[src/rtl/cpu_pkg.sv]
// Shared CPU definitions: opcode encodings used by fetch/decode and the
// fetch-stage FSM state encoding.
package cpu_pkg;

    localparam int unsigned OPCODE_W = 5;

    typedef logic [OPCODE_W-1:0] opcode_t;

    localparam opcode_t OP_B    = 5'b10001;
    localparam opcode_t OP_BEQ  = 5'b10010;
    localparam opcode_t OP_JMP  = 5'b10011;
    localparam opcode_t OP_HALT = 5'b11111;

    typedef enum logic [1:0] {
        REQ      = 2'd0,
        WAIT_RSP = 2'd1,
        DRAIN    = 2'd2,
        HALTED   = 2'd3
    } fetch_state_t;

endpackage

[src/rtl/fetch_skid_buf.sv]
// One-entry {instr, pc} holding buffer for a fetch response that arrives
// while IF/ID is stalled.
// Ports: load_i writes instr_i/pc_i, unload_i empties, flush_i empties with
// priority over both; full_o/instr_o/pc_o expose the stored entry.
module fetch_skid_buf #(
    parameter int unsigned ADDR_W  = 16,
    parameter int unsigned INSTR_W = 16
) (
    input  logic               clk,
    input  logic               rst_n,
    input  logic               load_i,
    input  logic               unload_i,
    input  logic               flush_i,
    input  logic [INSTR_W-1:0] instr_i,
    input  logic [ADDR_W-1:0]  pc_i,
    output logic               full_o,
    output logic [INSTR_W-1:0] instr_o,
    output logic [ADDR_W-1:0]  pc_o
);

    logic               full_q;
    logic [INSTR_W-1:0] instr_q;
    logic [ADDR_W-1:0]  pc_q;

    always_ff @(posedge clk or negedge rst_n) begin
        if (!rst_n) begin
            full_q  <= 1'b0;
            instr_q <= '0;
            pc_q    <= '0;
        end else if (flush_i) begin
            full_q <= 1'b0;
        end else if (load_i) begin
            full_q  <= 1'b1;
            instr_q <= instr_i;
            pc_q    <= pc_i;
        end else if (unload_i) begin
            full_q <= 1'b0;
        end
    end

    assign full_o  = full_q;
    assign instr_o = instr_q;
    assign pc_o    = pc_q;

endmodule

[src/rtl/instr_fetch.sv]
// Instruction-fetch stage: owns the PC, issues one outstanding imem request
// at a time, and presents fetched words to decode through the IF/ID register.
// Ports: imem_* req/gnt/rvalid memory interface; id_stall holds IF/ID;
// redirect/redirect_pc flush and refetch; if_* IF/ID contents (if_opcode is
// the combinational top slice of if_instr); halted flags a fetched HALT.
module instr_fetch
    import cpu_pkg::*;
#(
    parameter int unsigned       ADDR_W   = 16,
    parameter int unsigned       INSTR_W  = 16,
    parameter logic [ADDR_W-1:0] RESET_PC = '0
) (
    input  logic               clk,
    input  logic               rst_n,
    output logic               imem_req,
    output logic [ADDR_W-1:0]  imem_addr,
    input  logic               imem_gnt,
    input  logic               imem_rvalid,
    input  logic [INSTR_W-1:0] imem_rdata,
    input  logic               id_stall,
    input  logic               redirect,
    input  logic [ADDR_W-1:0]  redirect_pc,
    output logic               if_valid,
    output logic [INSTR_W-1:0] if_instr,
    output logic [4:0]         if_opcode,
    output logic [ADDR_W-1:0]  if_pc,
    output logic [ADDR_W-1:0]  if_pc_next,
    output logic               halted
);

    fetch_state_t       state_q, state_d;
    logic [ADDR_W-1:0]  pc_q, pc_d;
    logic [ADDR_W-1:0]  req_pc_q, req_pc_d;
    logic               req_q, req_d;
    logic [ADDR_W-1:0]  addr_q, addr_d;
    logic               ifv_q;
    logic [INSTR_W-1:0] ifi_q;
    logic [ADDR_W-1:0]  ifpc_q, ifpcn_q;
    logic               halted_q;

    logic               gnt_acc, rsp_take, ifid_free;
    logic               ifid_load_rsp, ifid_load_skid, ifid_clear;
    logic               skid_load, skid_unload, skid_flush, skid_full_next;
    logic               skid_full;
    logic [INSTR_W-1:0] skid_instr;
    logic [ADDR_W-1:0]  skid_pc;
    opcode_t            rsp_opcode;

    fetch_skid_buf #(
        .ADDR_W  (ADDR_W),
        .INSTR_W (INSTR_W)
    ) u_skid (
        .clk      (clk),
        .rst_n    (rst_n),
        .load_i   (skid_load),
        .unload_i (skid_unload),
        .flush_i  (skid_flush),
        .instr_i  (imem_rdata),
        .pc_i     (req_pc_q),
        .full_o   (skid_full),
        .instr_o  (skid_instr),
        .pc_o     (skid_pc)
    );

    assign gnt_acc    = req_q & imem_gnt;
    assign rsp_take   = (state_q == WAIT_RSP) & imem_rvalid;
    assign ifid_free  = ~ifv_q | ~id_stall;
    assign rsp_opcode = imem_rdata[INSTR_W-1 -: OPCODE_W];

    // Next-state, PC, IF/ID and skid control
    always_comb begin
        state_d        = state_q;
        pc_d           = pc_q;
        req_pc_d       = req_pc_q;
        ifid_load_rsp  = 1'b0;
        ifid_load_skid = 1'b0;
        ifid_clear     = 1'b0;
        skid_load      = 1'b0;
        skid_unload    = 1'b0;
        skid_flush     = 1'b0;

        if (redirect) begin
            pc_d       = redirect_pc;
            skid_flush = 1'b1;
            ifid_clear = 1'b1;
            case (state_q)
                REQ:             state_d = gnt_acc ? DRAIN : REQ;
                // A response landing together with the redirect is dropped
                // here, so there is nothing left to drain.
                WAIT_RSP, DRAIN: state_d = imem_rvalid ? REQ : DRAIN;
                HALTED:          state_d = REQ;
                default:         state_d = REQ;
            endcase
        end else begin
            if (!id_stall) begin
                if (skid_full) begin
                    ifid_load_skid = 1'b1;
                    skid_unload    = 1'b1;
                end else if (rsp_take) begin
                    ifid_load_rsp = 1'b1;
                end else begin
                    ifid_clear = 1'b1;
                end
            end else if (rsp_take && !ifv_q) begin
                ifid_load_rsp = 1'b1;
            end
            skid_load = rsp_take & ~ifid_free;

            case (state_q)
                REQ: begin
                    if (gnt_acc) begin
                        req_pc_d = pc_q;
                        pc_d     = pc_q + ADDR_W'(1);
                        state_d  = WAIT_RSP;
                    end
                end
                WAIT_RSP: begin
                    if (imem_rvalid) begin
                        state_d = (rsp_opcode == OP_HALT) ? HALTED : REQ;
                    end
                end
                DRAIN: begin
                    if (imem_rvalid) begin
                        state_d = REQ;
                    end
                end
                HALTED:  state_d = HALTED;
                default: state_d = REQ;
            endcase
        end

        // Request only when the skid can absorb a stalled response.
        skid_full_next = skid_load | (skid_full & ~skid_unload & ~skid_flush);
        req_d          = (state_d == REQ) & ~skid_full_next;
        addr_d         = pc_d;
    end

    always_ff @(posedge clk or negedge rst_n) begin
        if (!rst_n) begin
            state_q  <= REQ;
            pc_q     <= RESET_PC;
            req_pc_q <= '0;
            req_q    <= 1'b0;
            addr_q   <= '0;
            ifv_q    <= 1'b0;
            ifi_q    <= '0;
            ifpc_q   <= '0;
            ifpcn_q  <= '0;
            halted_q <= 1'b0;
        end else begin
            state_q  <= state_d;
            pc_q     <= pc_d;
            req_pc_q <= req_pc_d;
            req_q    <= req_d;
            addr_q   <= addr_d;
            halted_q <= (state_d == HALTED);
            if (ifid_load_skid) begin
                ifv_q   <= 1'b1;
                ifi_q   <= skid_instr;
                ifpc_q  <= skid_pc;
                ifpcn_q <= skid_pc + ADDR_W'(1);
            end else if (ifid_load_rsp) begin
                ifv_q   <= 1'b1;
                ifi_q   <= imem_rdata;
                ifpc_q  <= req_pc_q;
                ifpcn_q <= req_pc_q + ADDR_W'(1);
            end else if (ifid_clear) begin
                ifv_q <= 1'b0;
            end
        end
    end

    assign imem_req   = req_q;
    assign imem_addr  = addr_q;
    assign if_valid   = ifv_q;
    assign if_instr   = ifi_q;
    assign if_opcode  = ifi_q[INSTR_W-1 -: OPCODE_W];
    assign if_pc      = ifpc_q;
    assign if_pc_next = ifpcn_q;
    assign halted     = halted_q;

endmodule

[config.mk]
export PLATFORM = sky130hd
export DESIGN_NAME = instr_fetch
export DESIGN_NICKNAME = d
export VERILOG_FILES = /design/src/rtl/cpu_pkg.sv /design/src/rtl/fetch_skid_buf.sv /design/src/rtl/instr_fetch.sv
export SDC_FILE = /design/constraint.sdc
export NUM_CORES = 1
export LEC_CHECK = 0
export ABC_CLOCK_PERIOD_IN_PS = 4500
export CORE_MARGIN = 2
export CORE_UTILIZATION = 55
export CTS_CLUSTER_SIZE = 16
export DETAILED_ROUTE_END_ITERATION = 8
export PLACE_DENSITY_LB_ADDON = 0.12
export SYNTH_ARGS = -nofsm -noshare
export SYNTH_HDL_FRONTEND = slang
export SYNTH_SLANG_ARGS = --single-unit
[constraint.sdc]
create_clock -name clk -period 4.5 [get_ports clk]
set_input_delay 1.125 -clock clk [delete_from_list [all_inputs] [get_ports clk]]
set_output_delay 1.125 -clock clk [all_outputs]
set_load 0.03 [all_outputs]
==> impl_metrics.csv <==
group,metric,value,unit
logic_synthesis,yosysWarnings,0,
clock_tree,post_cts_resized,0,
grt,globalRouteMet2Util,37.8,%
floorplan,die_area,0.0111,mm2
clock_tree,postCtsSetupRepairBufs,0,
route,wire_per_inst,15.5,um
flow_run,maxCapViolCount,0,
timing,rsz0062_at_grt,"false",
logic_synthesis,ys_seq_area_share,52.5,%
clock_tree,cts_buffers,17,
cells_and_area,finalNonFillerCells,802,
timing,skew,0.00822,ns
route,vias_per_cell,5.53,
logic_synthesis,yosys.area.top_type_share,52.5,%
worst_setup_path,cp_max_fo,5,
clock_tree,hold_buffers,0,
logic_synthesis,syn_avg_cell_area,10.2,um2
grt,grt_pass1_wl,21100,um
hold_path,hold_class,"flop to flop",
clock_tree,cts_tree,"yes",
clock_tree,cts.sinks,118,
route,drc_errors,0,
timing,clock.fmax,0.314,GHz
placed_design,hpwlAfterDp,8460,um
floorplan,pin_count,110,
floorplan,core,0.00986,mm2
logic_synthesis,async_reset_ff_share,100,%
logic_synthesis,ys_seq_elements,118,
grt,antenna_found_initial,0,
placed_design,portBuffers,109,
route,drt-pass1-iter-count,5,
logic_synthesis,synth_cell_types,45,
cells_and_area,area_growth,31.4,%
pwr,ir_drop,0.000303,V
floorplan,die_width,105,um
cells_and_area,fin_nets,701,
clock_tree,cts_buffer_depth,2,
floorplan,rows,36,
worst_setup_path,cp-end-kind,"flop",
placed_design,gp_routability_congestion,0.822,
worst_setup_path,start_kind,"input port",
worst_setup_path,crit_type,"input port to flop",
timing,min_period,3.18,ns
logic_synthesis,synth_largest_area_cell,"dfrtp_1",
grt,met3_usage,4.80,%
route,drt_iter0_markers,235,
pwr,pwr_density_cell,659,mW/mm2
grt,grt_util_all_layers,23.9,%
grt,grt_max_degree,75,
route,num_vias,4438,
timing,fin_tns_setup,0,ns
timing,setup_viol,0,
run_status,status,"finished, final reports clean",
grt,grt_pass1_vias,4315,
logic_synthesis,synth_fp_nets,597,
clock_tree,root_buffer,"clkbuf_8",
floorplan,die_h,105,um
logic_synthesis,syn_inst,552,
placed_design,dp_cells,770,
clock_tree,cts_htree_levels,4,
timing,drv_slew,0,
worst_setup_path,r2r_slack,2.07,ns
grt,overflow,0,
logic_synthesis,synthTopCellsByArea,"dfrtp_1 (53%), mux2_2 (9.4%), nand2_1 (7.6%), o21ai_0 (3.0%), xnor2_1 (2.8%)",
timing,finalHoldViolations,0,
worst_setup_path,critPathRequiredTime,4.87,ns
floorplan,initial_core_util,57.0,%
worst_setup_path,cp.arrival,3.55,ns
clock_tree,clkTransAtPathRegs,0.05,ns
logic_synthesis,syn_area,0.00562,mm2
grt,grt_busiest_layer,"met2",
cells_and_area,diodes,0,
route,postRouteAntennaNets,0,
logic_synthesis,synth_edf_count,0,
grt,grt_use_met1,34.0,%
pwr,leakagePower,3.24,nW
clock_tree,clock_latency,0.51,ns
cells_and_area,drive_above_1_share,14.9,%
timing,slew-limit-headroom,39.9,%
timing,min_period_over_period,70.7,%
timing,tightest_slew,0.901,ns
route,drt_wl_total,12500,um
logic_synthesis,synth_ff_type,"dfrtp_1",
-- flip-flops by register name, indices dropped and copies added, names as in the netlist --
signal	flops
halted	1
u_skid.instr_o	16
if_pc_next	16
u_skid.pc_o	16
imem_req	1
u_skid.full_o	1
if_pc	16
state_q	2
req_pc_q	16
imem_addr	16
if_valid	1
if_instr	16
-- worst paths after layout --
kind                                from             end  cells past startpoint
setup / recovery                id_stall   if_pc_next[8]                     10
hold / removal                  if_pc[1]        if_pc[1]                      2
setup reg to reg           u_skid.full_o   if_pc_next[8]                      9
hold reg to reg                 if_pc[1]        if_pc[1]                      2
max in group asynchronous          rst_n     req_pc_q[7]                      2
min in group asynchronous          rst_n  if_pc_next[15]                      1
-- power breakdown --
part / switching (mW) / internal (mW)
Clock: 0.466 / 0.887
Combinational: 1.02 / 0.785
Sequential: 0.303 / 1.41
-- logic make-up (layout without fill, tap and decap cells) --
group / count (synthesis) / count (layout) / share of synthesized area (%)
AOI/OAI and AO/OA: 86 / 86 / 9.01
muxes: 58 / 58 / 11.5
adders and majority gates: 7 / 7 / 1.56
buffers and inverters: 43 / 160 / 3.89
DFF: 118 / 118 / 52.5
xor gates and xnor gates: 31 / 31 / 4.83
and+or+nand+nor: 209 / 209 / 16.8
-- layout by cell type (no fill, tap or decap), types with 5 or more instances in the layout --
| cell type | instances |
|---|---|
| inv_1 | 10 |
| and3_1 | 5 |
| o21ai_1 | 8 |
| nand4_1 | 10 |
| xnor2_1 | 18 |
| nor2_1 | 36 |
| ha_1 | 7 |
| clkdlybuf4s50_1 | 108 |
| mux2i_1 | 10 |
| nand3_1 | 18 |
| mux2_2 | 47 |
| o22ai_1 | 6 |
| o21ai_0 | 34 |
| buf_4 | 10 |
| a31oi_1 | 23 |
| xor2_1 | 13 |
| a21oi_1 | 5 |
| clkbuf_16 | 16 |
| nor3_1 | 9 |
| dfrtp_1 | 118 |
| nand2_1 | 114 |
-- cell type report --
type	instances	area (um2)
well taps	133	166
flip-flops and latches	118	2950
inverters	10	37.5
fillers	651	2470
clock buffers	21	459
repair buffers	118	1160
clock inverters	11	149
multi-input cells	391	2470
-- per-layer routing --
| layer | routed length (um) | vias up |
|---|---|---|
| met5 | 0 | - |
| met4 | 143 | 0 |
| met3 | 674 | 13 |
| met2 | 5950 | 166 |
| met1 | 5700 | 2137 |
| li1 | - | 2122 |
-- synthesized netlist by cell type (all sizes together) (5+ instances only) --
| library cell | instances |
|---|---|
| a21oi | 7 |
| a31oi | 23 |
| and3 | 5 |
| buf | 22 |
| clkbuf | 11 |
| dfrtp | 118 |
| ha | 7 |
| inv | 10 |
| mux2 | 48 |
| mux2i | 10 |
| nand2 | 114 |
| nand3 | 18 |
| nand4 | 10 |
| nor2 | 36 |
| nor3 | 12 |
| nor4 | 6 |
| o21ai | 42 |
| o22ai | 6 |
| xnor2 | 18 |
| xor2 | 13 |
-- critical path: stages --
cell and delay (ns):
clkdlybuf4s50_1 0.51, nor3b_2 0.32, nand2_1 0.11, nand2_1 0.08, ha_1 0.25, nand3_1 0.17
nor3_1 0.50, o21ai_0 0.23, xnor2_1 0.17, o21ai_0 0.08
-- stage by stage --
stage | hold slack, ns | setup WS [ns] | power (mW) | cell area (um2) | util (%)
after floorplan | 0.480 | 1.38 | 2.79 | 5620 | -
after global placement | 0.459 | 1.01 | 3.47 | 6780 | 68.8
after detailed placement | 0.463 | 0.871 | 3.52 | 6780 | 68.8
after CTS | 0.477 | 1.39 | 4.90 | 7390 | 74.9
after global routing | 0.514 | 1.12 | 5.14 | 7390 | 74.9
final | 0.471 | 1.32 | 4.87 | 7390 | 74.9
Note: power is estimated with default switching activity, not from simulation.
